===== src/rtl/mac_array_layer_ctrl.sv =====
// Layer sequencer for mac_array: splits a layer into ARRAY_NUM-channel tiles, loads weights, runs convs.
// Optional watchdog on the BIU/array waits is enabled by defining MAC_LAYER_CTRL_WDOG_EN.
module mac_array_layer_ctrl #(
  parameter int unsigned ARRAY_NUM      = 32,
  parameter int unsigned W_BYTES_PER_CH = 10,
  parameter int unsigned WDOG_CYC       = 1000000
) (
  input  logic        clk,
  input  logic        rst,
  input  logic        cfg_vld,
  output logic        cfg_rdy,
  input  logic [7:0]  cfg_in_ch,
  input  logic [7:0]  cfg_out_ch,
  input  logic [15:0] cfg_map_size,
  input  logic [31:0] cfg_wbase,
  output logic        wld_req,
  input  logic        wld_gnt,
  output logic [31:0] wld_addr,
  output logic [15:0] wld_len,
  input  logic        wld_done,
  output logic        conv_start,
  input  logic        conv_done,
  output logic [7:0]  in_ch,
  output logic [7:0]  out_ch,
  output logic [15:0] map_size,
  output logic        tile_first,
  output logic        tile_last,
  output logic        busy,
  output logic        layer_done,
  output logic        err
);

  localparam int unsigned LEN_PER_OCH = ARRAY_NUM * W_BYTES_PER_CH / 4;
  localparam logic [7:0]  TILE_CH     = 8'(ARRAY_NUM);

  typedef enum logic [2:0] {
    S_IDLE      = 3'd0,
    S_LOAD      = 3'd1,
    S_WAIT_LOAD = 3'd2,
    S_CONV      = 3'd3,
    S_WAIT_CONV = 3'd4,
    S_DONE      = 3'd5
  } state_t;

  state_t      state_r;
  logic        cfg_rdy_r;
  logic        wld_req_r;
  logic [31:0] wld_addr_r;
  logic [15:0] wld_len_r;
  logic        conv_start_r;
  logic [7:0]  in_ch_r;
  logic [7:0]  out_ch_r;
  logic [15:0] map_size_r;
  logic        tile_first_r;
  logic        tile_last_r;
  logic        busy_r;
  logic        layer_done_r;
  logic        err_r;
  logic [7:0]  n_tiles_r;
  logic [7:0]  tile_idx_r;
  logic [7:0]  rem_ch_r;

  logic        cfg_zero_s;
  logic [8:0]  cfg_tiles_s;
  logic [7:0]  cfg_first_ch_s;
  logic [15:0] cfg_len_s;
  logic [7:0]  rem_next_s;
  logic [7:0]  next_ch_s;
  logic [7:0]  tile_next_s;
  logic [31:0] stride_s;

  // Config decode and next-tile arithmetic
  always_comb begin
    cfg_zero_s  = (cfg_in_ch == 8'd0) || (cfg_out_ch == 8'd0) || (cfg_map_size == 16'd0);
    cfg_tiles_s = (9'(cfg_in_ch) + 9'(ARRAY_NUM - 1)) / 9'(ARRAY_NUM);
    cfg_len_s   = 16'({8'd0, cfg_out_ch} * 16'(LEN_PER_OCH));
    if (cfg_in_ch > TILE_CH) begin
      cfg_first_ch_s = TILE_CH;
    end else begin
      cfg_first_ch_s = cfg_in_ch;
    end
    rem_next_s = rem_ch_r - TILE_CH;
    if (rem_next_s > TILE_CH) begin
      next_ch_s = TILE_CH;
    end else begin
      next_ch_s = rem_next_s;
    end
    tile_next_s = tile_idx_r + 8'd1;
    stride_s    = {14'd0, wld_len_r, 2'b00};
  end

`ifdef MAC_LAYER_CTRL_WDOG_EN
  localparam logic [23:0] WDOG_LAST = 24'(WDOG_CYC - 2);

  logic [23:0] wdog_cnt_r;
  logic        wdog_hit_s;

  // Cycles spent in a wait state; zero on entry so the limit is measured per wait
  always_ff @(posedge clk or posedge rst) begin
    if (rst) begin
      wdog_cnt_r <= 24'd0;
    end else if ((state_r == S_WAIT_LOAD) || (state_r == S_WAIT_CONV)) begin
      wdog_cnt_r <= wdog_cnt_r + 24'd1;
    end else begin
      wdog_cnt_r <= 24'd0;
    end
  end

  // The transition fires on the edge at which the count reaches WDOG_CYC-1
  assign wdog_hit_s = (wdog_cnt_r == WDOG_LAST);
`endif

  // Layer FSM with tile bookkeeping and every output registered
  always_ff @(posedge clk or posedge rst) begin
    if (rst) begin
      state_r      <= S_IDLE;
      cfg_rdy_r    <= 1'b1;
      wld_req_r    <= 1'b0;
      wld_addr_r   <= 32'd0;
      wld_len_r    <= 16'd0;
      conv_start_r <= 1'b0;
      in_ch_r      <= 8'd0;
      out_ch_r     <= 8'd0;
      map_size_r   <= 16'd0;
      tile_first_r <= 1'b0;
      tile_last_r  <= 1'b0;
      busy_r       <= 1'b0;
      layer_done_r <= 1'b0;
      err_r        <= 1'b0;
      n_tiles_r    <= 8'd0;
      tile_idx_r   <= 8'd0;
      rem_ch_r     <= 8'd0;
    end else begin
      conv_start_r <= 1'b0;
      layer_done_r <= 1'b0;
      case (state_r)
        S_IDLE: begin
          if (cfg_vld && cfg_rdy_r) begin
            out_ch_r     <= cfg_out_ch;
            map_size_r   <= cfg_map_size;
            wld_addr_r   <= cfg_wbase;
            wld_len_r    <= cfg_len_s;
            rem_ch_r     <= cfg_in_ch;
            in_ch_r      <= cfg_first_ch_s;
            n_tiles_r    <= cfg_tiles_s[7:0];
            tile_idx_r   <= 8'd0;
            tile_first_r <= 1'b1;
            tile_last_r  <= (cfg_tiles_s == 9'd1);
            cfg_rdy_r    <= 1'b0;
            busy_r       <= 1'b1;
            if (cfg_zero_s) begin
              err_r   <= 1'b1;
              state_r <= S_DONE;
            end else begin
              err_r     <= 1'b0;
              wld_req_r <= 1'b1;
              state_r   <= S_LOAD;
            end
          end
        end
        // A wld_done alongside the grant is dropped; the BIU re-pulses it later
        S_LOAD: begin
          if (wld_gnt) begin
            wld_req_r <= 1'b0;
            state_r   <= S_WAIT_LOAD;
          end
        end
        S_WAIT_LOAD: begin
          if (wld_done) begin
            conv_start_r <= 1'b1;
            state_r      <= S_CONV;
          end
`ifdef MAC_LAYER_CTRL_WDOG_EN
          else if (wdog_hit_s) begin
            err_r   <= 1'b1;
            state_r <= S_DONE;
          end
`endif
        end
        S_CONV: begin
          state_r <= S_WAIT_CONV;
        end
        S_WAIT_CONV: begin
          if (conv_done) begin
            if (tile_last_r) begin
              state_r <= S_DONE;
            end else begin
              tile_idx_r   <= tile_next_s;
              wld_addr_r   <= wld_addr_r + stride_s;
              rem_ch_r     <= rem_next_s;
              in_ch_r      <= next_ch_s;
              tile_first_r <= 1'b0;
              tile_last_r  <= (tile_next_s == (n_tiles_r - 8'd1));
              wld_req_r    <= 1'b1;
              state_r      <= S_LOAD;
            end
          end
`ifdef MAC_LAYER_CTRL_WDOG_EN
          else if (wdog_hit_s) begin
            err_r   <= 1'b1;
            state_r <= S_DONE;
          end
`endif
        end
        S_DONE: begin
          layer_done_r <= 1'b1;
          busy_r       <= 1'b0;
          cfg_rdy_r    <= 1'b1;
          state_r      <= S_IDLE;
        end
        default: begin
          wld_req_r <= 1'b0;
          busy_r    <= 1'b0;
          cfg_rdy_r <= 1'b1;
          state_r   <= S_IDLE;
        end
      endcase
    end
  end

  assign cfg_rdy    = cfg_rdy_r;
  assign wld_req    = wld_req_r;
  assign wld_addr   = wld_addr_r;
  assign wld_len    = wld_len_r;
  assign conv_start = conv_start_r;
  assign in_ch      = in_ch_r;
  assign out_ch     = out_ch_r;
  assign map_size   = map_size_r;
  assign tile_first = tile_first_r;
  assign tile_last  = tile_last_r;
  assign busy       = busy_r;
  assign layer_done = layer_done_r;
  assign err        = err_r;

endmodule


===== config.mk =====
export PLATFORM = sky130hd
export DESIGN_NAME = mac_array_layer_ctrl
export DESIGN_NICKNAME = d
export VERILOG_FILES = /design/src/rtl/mac_array_layer_ctrl.sv
export SDC_FILE = /design/constraint.sdc
export NUM_CORES = 1
export LEC_CHECK = 0
export CORE_ASPECT_RATIO = 0.7
export CORE_UTILIZATION = 49
export CTS_BUF_LIST = sky130_fd_sc_hd__clkbuf_16
export CTS_CLUSTER_DIAMETER = 50
export CTS_CLUSTER_SIZE = 8
export DETAILED_ROUTE_END_ITERATION = 12
export PLACE_DENSITY = 0.89
export SETUP_SLACK_MARGIN = 0.05
export SKIP_LAST_GASP = 1
export SLEW_MARGIN = 40
export SYNTH_ARGS = -nofsm -noshare
export SYNTH_HDL_FRONTEND = slang
export SYNTH_SLANG_ARGS = --single-unit

===== constraint.sdc =====
create_clock -name clk -period 3.9 [get_ports clk]
set_input_delay 0.39 -clock clk [delete_from_list [all_inputs] [get_ports clk]]
set_output_delay 0.39 -clock clk [all_outputs]
set_load 0.01 [all_outputs]

# [After elaboration in Yosys (flattened, before gate mapping)]
# Cells that the tools add are included.
[totals] word_cells=102 output_inout_bits=88 regBits=106
[op_classes] n_eq_ne=13 bitwise_logic=2 order_cmp=2 add_sub_neg=5 n_mul=1 reduce_logical=16 mux=46
[op_table] operator="$mux 32" count=3
[op_table] operator="$mux 8" count=11
[op_table] operator="$pmux 32 s2" count=1
[op_table] operator="$pmux 8 s2" count=3
[op_table] operator="$add 32x17->32" count=1
[op_table] operator="$mux 3" count=6
[op_table] operator="$gt 8x6->1 const B" count=2
[op_table] operator="$logic_not 16->1" count=1
[op_table] operator="$logic_not 8->1" count=2
[op_table] operator="$mux 1" count=16
[op_table] operator="$pmux 3 s5" count=1
[op_table] operator="$ne 2x2->1 const B" count=6
[op_table] operator="$mul 8x3->11 const B" count=1
[op_table] operator="$add 8x5->9 const B" count=1
[op_table] operator="$add 8x1->8 const B" count=1
[op_table] operator="$eq 8x8->1" count=1
[op_table] operator="$pmux 1 s2" count=4
[op_table] operator="$reduce_and 4->1" count=2
[op_table] operator="$sub 8x6->8 const B" count=1
[op_table] operator="$eq 3x2->1 const B" count=2
[op_table] operator="$eq 3x3->1 const B" count=2
[op_table] operator="$reduce_and 6->1" count=1
[op_table] operator="$sub 4x1->5 const B" count=1
[op_table] operator="$eq 4x1->1 const B" count=1
[op_table] operator="11 further kinds" count=14

# [Longest topological paths before layout]
# Gate-level depths: netlist (run 1).
[logic_depth] word_depth=6 ltp_mapped=10

# [Worst setup path before layout (run 1)]
# Ideal clock, no wire load.
[synth_path] path_type="register -> register" startpoint="register wld_addr_r[6], in the netlist wld_addr[6]" endpoint="register wld_addr_r[22], in the netlist wld_addr[22]" setup_slack_ns=1.530 stages_incl_launch_ff=9 synth_period_minus_slack_ns=2.370 required_time_ns=3.779 setup_time_ns=0.121 t_arrival_ns=2.249 cell_sequence="dfrtp_1 ha_1 fa_1 a211oi_2 o211ai_1 a31oi_2 nor2_1 o21a_1 o22a_1"
[synth_via] elab_chain_len=4
[synth_rtl] element="from (decl)" line_no="48" rtl="logic [31:0] wld_addr_r;"
[synth_rtl] element="from (signal assigned)" line_no="141" rtl="wld_addr_r <= cfg_wbase;"
[synth_rtl] element="from (signal assigned)" line_no="189" rtl="wld_addr_r <= wld_addr_r + stride_s;"
[synth_rtl] element="$add 32x17->32" line_no="189"
[synth_rtl] element="$mux 32" line_no="185" rtl="if (tile_last_r) begin"
[synth_rtl] element="$mux 32" line_no="184" rtl="if (conv_done) begin"
[synth_rtl] element="$pmux 32 s2" line_no="136" rtl="case (state_r)"
# No other way between the ends. The select of a mux whose other input is x is not followed.
# A chain may end at the register's enable or synchronous reset.

==> impl_metrics.toml, run 1 <==
[timing]
fin_crit_sh_pct = 69.3
whs_ps = 474
tns_ps = 0
fin_skew_ps = 7.52
worst_pin_slew_ps = 628
finalSetupViolCount = 0
rsz0062_at_grt = "no"
max_slew_margin_pct = 58.1
drv_slew = 0
finalHoldViolations = 0
fin_crit_ps = 2700
fmax_mhz = 370

[synthesis]
synthTopCellsByArea = "dfrtp_1, nand2_1, ha_1"
synth_largest_area_cell = "dfrtp_1"
yosys_warnings = 0
async_flop_share_pct = 100
ys_seq_area_share_pct = 45.3
synth_cells = 657
ys_types = 64
synthFlopType = "dfrtp_1"
ys_ff_latch = 104
synth_edf_count = 0
avgSynthCellArea_sq_um = 8.75
mappedNetlistArea_sq_mm = 0.00575
synth.top_cell.area_share_pct = 44.9

[clocking]
post_cts_resized = 0
clk_latency_ps = 350
cts_tree = "yes"
clk_path_buf_depth = 2
path_clk_slew_ps = 70
postCtsHoldBufs = 0
cts_buffers = 9
post_cts_buffers = 0
cts-root-buf = "clkbuf_16"
htreeDepth = 3
clock-sinks = 104

[die]
core_sq_mm = 0.0112
dieWidth_um = 131
rows = 32
die_y_um = 92.6
pin_count = 158
start_util_pct = 51.3
dieArea_sq_mm = 0.0122

[worst_setup_path]
cp_slowest_cell = "fa_1"
required_ps = 4140
critical_path_class = "flip-flop to flip-flop"
arrival_ps = 2950
end_kind = "flip-flop"
cp-start-kind = "flip-flop"
cp_slowest_stage_delay_ps = 440
path_cells = "ha_1, fa_1, a211oi_2, o211ai_1, a31oi_2, nor2_1, o21a_1, o22a_1"
worst-path-max-fanout = 6

[routing]
ant_nets = 0
routedWlPerCell_um = 17.4
num_vias = 5523
drt_iter0_drc = 584
vias_per_cell = 5.79
drt_drc_violations_left = 0
wl_mm = 16.6
firstDrtPassIters = 5

[min_path]
hold_class = "flip-flop to flip-flop"

[global_route]
antenna_found_initial = 0
grt_pass1_vias = 5532
overflow = 0
grt_max_degree = 89
grt_usage_pct = 28.3
grt_pass1_wl_mm = 27.5

[pwr]
power_mw = 5.70
p_leak_nw = 3.44
power_density_mw_per_mm2 = 741
ir_worst_vdd_uv = 420

[run_status]
status = "completed"

[job]
maxCapViolations = 0

[placement]
port-buffer-count = 152
gp_congestion = 0.934
hpwl_mm = 11.9
dpl_cell_area_sq_mm = 0.00739

[cells_and_area]
fin_nets = 894
fillCellCount = 849
layout-drive-gt1-share_pct = 5.24
n_antenna_cell = 0
layout_commonest_cell = "nand2_1"
final_cell_mix = "nand2_1, clkdlybuf4s50_1, dfrtp_1, nor2_1, o21ai_0"
stdcell_area_sq_mm = 0.00769
syn2layout_area_growth_pct = 33.9
[metal layers]
layer  track usage, %  routed length (um)  vias to the layer above
met3             8.54                1580                       24
met5                0                   0                        -
met4             7.75                 226                        0
met1             37.8                7160                     2653
li1                 -                   -                     2568
met2             44.8                7630                      278
[critical path: cells and delay by family (launching register included)]
kind                     cells  cell delay [ps]
flip-flops                   1              420
AND/OR/NAND/NOR              1              180
AO/OA/AOI/OAI                5             1310
adder cells (fa/ha/maj)      2              670
[state kept, by name, indices dropped and copies added, names as in the netlist, 4 cells and up]
register / count
in_ch: 8
map_size: 16
n_tiles_r: 4
out_ch: 8
rem_ch_r: 8
tile_idx_r: 8
wld_addr: 32
wld_len: 9
[kinds of logic after synthesis]
group           synth area share [%]
other cells                   0.0653
flops                           45.3
xor+xnor                        3.81
mux                            0.718
buf+inv                         3.94
simple gates                    24.0
fa+ha+maj                       6.36
compound gates                  15.8
[power by group]
group | leakage [nW] | switching [mW] | internal (mW) | total, mW
Combinational | 1.99 | 1.40 | 1.39 | 2.79
Sequential | 1.30 | 0.445 | 1.53 | 1.98
Clock | 0.143 | 0.427 | 0.505 | 0.931
[synthesized netlist by cell type (all sizes together) (10+ instances only)]
cell type,instances
a21oi,23
a31oi,12
and3,10
buf,16
clkbuf,19
dfrtp,103
ha,26
inv,16
nand2,175
nand3,12
nor2,43
nor3,18
nor4,10
o21ai,46
or3,10
xnor2,11
xor2,14
[through the flow]
| stage | std cells | utilization, % | worst slack (ps) |
|---|---|---|---|
| after floorplan | 661 | - | 779 |
| after global placement | 938 | 65.9 | 1210 |
| after detailed placement | 938 | 65.9 | 1090 |
| after CTS | 954 | 68.6 | 1230 |
| after global routing | 954 | 68.6 | 1060 |
| final | 954 | 68.6 | 1200 |
[cell type report]
type | instances | area, sq um | area share [%]
Clock buffer | 9 | 225 | 2.93
Clock inverter | 7 | 80.1 | 1.04
Inverter | 16 | 67.6 | 0.878
Multi-Input combinational cell | 506 | 2950 | 38.4
Sequential cell | 104 | 2600 | 33.8
Tap cell | 153 | 191 | 2.49
Timing Repair Buffer | 159 | 1570 | 20.5
[final timing paths]
path                                   from      endpoint  slack, ps  depth (start not counted)
max in group asynchronous               rst  map_size[14]       2660                          3
min in group asynchronous               rst           err        510                          2
worst min register to register  wld_addr[5]   wld_addr[5]        470                          2
worst min-delay path            wld_addr[5]   wld_addr[5]        470                          2
worst max register to register    out_ch[0]  wld_addr[22]       1200                          8
worst max-delay path              out_ch[0]  wld_addr[22]       1200                          8
Power figures use the tool's default switching activity.
==> run 2: changes to the inputs <==
clock period = 2.7 ns   (was 3.9 ns; I/O delays follow)
==> impl_metrics.toml, run 2 (synthesized netlist as in run 1, its figures left out) <==
[run_status]
status = "completed"

[timing]
max_slew_margin_pct = 49.0
setup_ws_ps = 209
rsz0062_at_grt = "no"
fin_crit_ps = 2490
fin_crit_sh_pct = 92.2
fmax_mhz = 402
drv_slew = 0
fin_skew_ps = 10.0
tns_ps = 0
whs_ps = 427
finalHoldViolations = 0
worst_pin_slew_ps = 764
finalSetupViolCount = 0

[routing]
drt_drc_violations_left = 0
vias_per_cell = 5.79
num_vias = 5554
wl_mm = 17.2
firstDrtPassIters = 5
drt_iter0_drc = 484
routedWlPerCell_um = 17.9
ant_nets = 0

[job]
maxCapViolations = 0

[cells_and_area]
fillCellCount = 814
layout_commonest_cell = "nand2_1"
final_cell_mix = "nand2_1, clkdlybuf4s50_1, dfrtp_1, nor2_1, o21ai_0"
n_antenna_cell = 0
layout-drive-gt1-share_pct = 5.83
largest_register_ffs = 32
multiInputGateArea_sq_mm = 0.00296
syn2layout_area_growth_pct = 35.0
ff_latch_area_sq_mm = 0.00260
fin_nets = 899

[clocking]
clk_latency_ps = 350
clk_path_buf_depth = 2
cts-root-buf = "clkbuf_16"
postCtsHoldBufs = 0
cts_buffers = 9
path_clk_slew_ps = 70
htreeDepth = 3
cts_tree = "yes"
clock-sinks = 104

[die]
pin_count = 158
die_y_um = 92.6
dieArea_sq_mm = 0.0122
dieWidth_um = 131
core_sq_mm = 0.0112
rows = 32
start_util_pct = 51.3

[worst_setup_path]
cp_slowest_cell = "clkdlybuf4s50_1"
critical_path_class = "primary input to flip-flop"
cpMostUsedCell = "ha_1"
end_kind = "flip-flop"
cpLargestDelayFamily = "adder cells"
worst-path-max-fanout = 4
cp.buffers_inverters = 2
cp_slowest_stage_delay_ps = 490
required_ps = 2960
cp-start-kind = "primary input"
arrival_ps = 2750
path_cells = "clkdlybuf4s50_1, ha_1, ha_1, inv_1, fa_1, nor2b_1, o21ai_0, a21boi_0, o21a_1, nor3_1, o31ai_1"

[global_route]
grt_pass1_wl_mm = 27.9
overflow = 0
antenna_found_initial = 0
grt_usage_pct = 29.0
grt_busiest_layer = "met2"
use_met3_pct = 8.76
grtUsageMet1_pct = 37.1
grt_pass1_vias = 5537
grt_use_met2_pct = 47.6
grt_max_degree = 105

[placement]
hpwl_mm = 12.4
dp_worst_setup_slack_ps = -41.8
gp_congestion = 0.905
port-buffer-count = 152

[pwr]
power_mw = 8.34
ir_worst_vdd_uv = 691
power_density_mw_per_mm2 = 1070
p_leak_nw = 3.47

[min_path]
hold_class = "primary input to async pin"
## run 2: cell type report
type / count / share of cell area, %
inverters: 16 / 0.822
multi-input cells: 506 / 38.2
flip-flops and latches: 104 / 33.6
repair buffers: 164 / 21.1
well taps: 153 / 2.47
clock inverters: 7 / 1.00
clock buffers: 9 / 2.90
## run 2: worst register-to-register path, cell delays in order (launching register included)
cell and delay [ps]:
dfrtp_1 430, ha_1 230, fa_1 440, a211oi_2 260, o211ai_1 200, a31oi_4 310, nor2_1 150, a311oi_1 280
nor3_1 80
## run 2: worst paths after layout
kind / startpoint / end / slack [ps] / cells past startpoint
hold reg to reg: map_size[11] / map_size[11] / 480 / 2
min in group clk: cfg_wbase[1] / wld_addr[1] / 450 / 3
setup reg to reg: out_ch[0] / wld_addr[24] / 210 / 8
max in group asynchronous: rst / cfg_rdy / 1840 / 3
hold / removal: rst / out_ch[3] / 430 / 3
setup / recovery: cfg_out_ch[3] / wld_len[13] / 210 / 11
## run 2: per-stage QoR
step	cell area [sq um]	instances	util [%]
2_1_floorplan	5770	661	-
3_3_place_gp	7440	942	66.4
3_5_place_dp	7440	942	66.4
4_1_cts	7740	958	69.1
5_1_grt	7760	959	69.2
6_report	7760	959	69.2
## run 2: power breakdown
part | internal, mW | switching [mW] | total [mW]
combinational | 2.05 | 2.06 | 4.12
sequential | 2.21 | 0.661 | 2.87
clock | 0.728 | 0.625 | 1.35
total | 4.99 | 3.35 | 8.34
## run 2: per-layer routing
metal  part of all wire [%]  routed length [um]  up-vias
met5                      0                   0        -
met4                    1.3                 218        0
met3                    9.5                1640       23
met2                     46                7950      265
met1                     43                7380     2693
li1                       -                   -     2573
## run 2: what timing repair did
item	CTS	global route
resized for setup	0	1
hold endpoints to repair	0	0
endpoints found under the setup margin	0	4
setup buffers	0	1
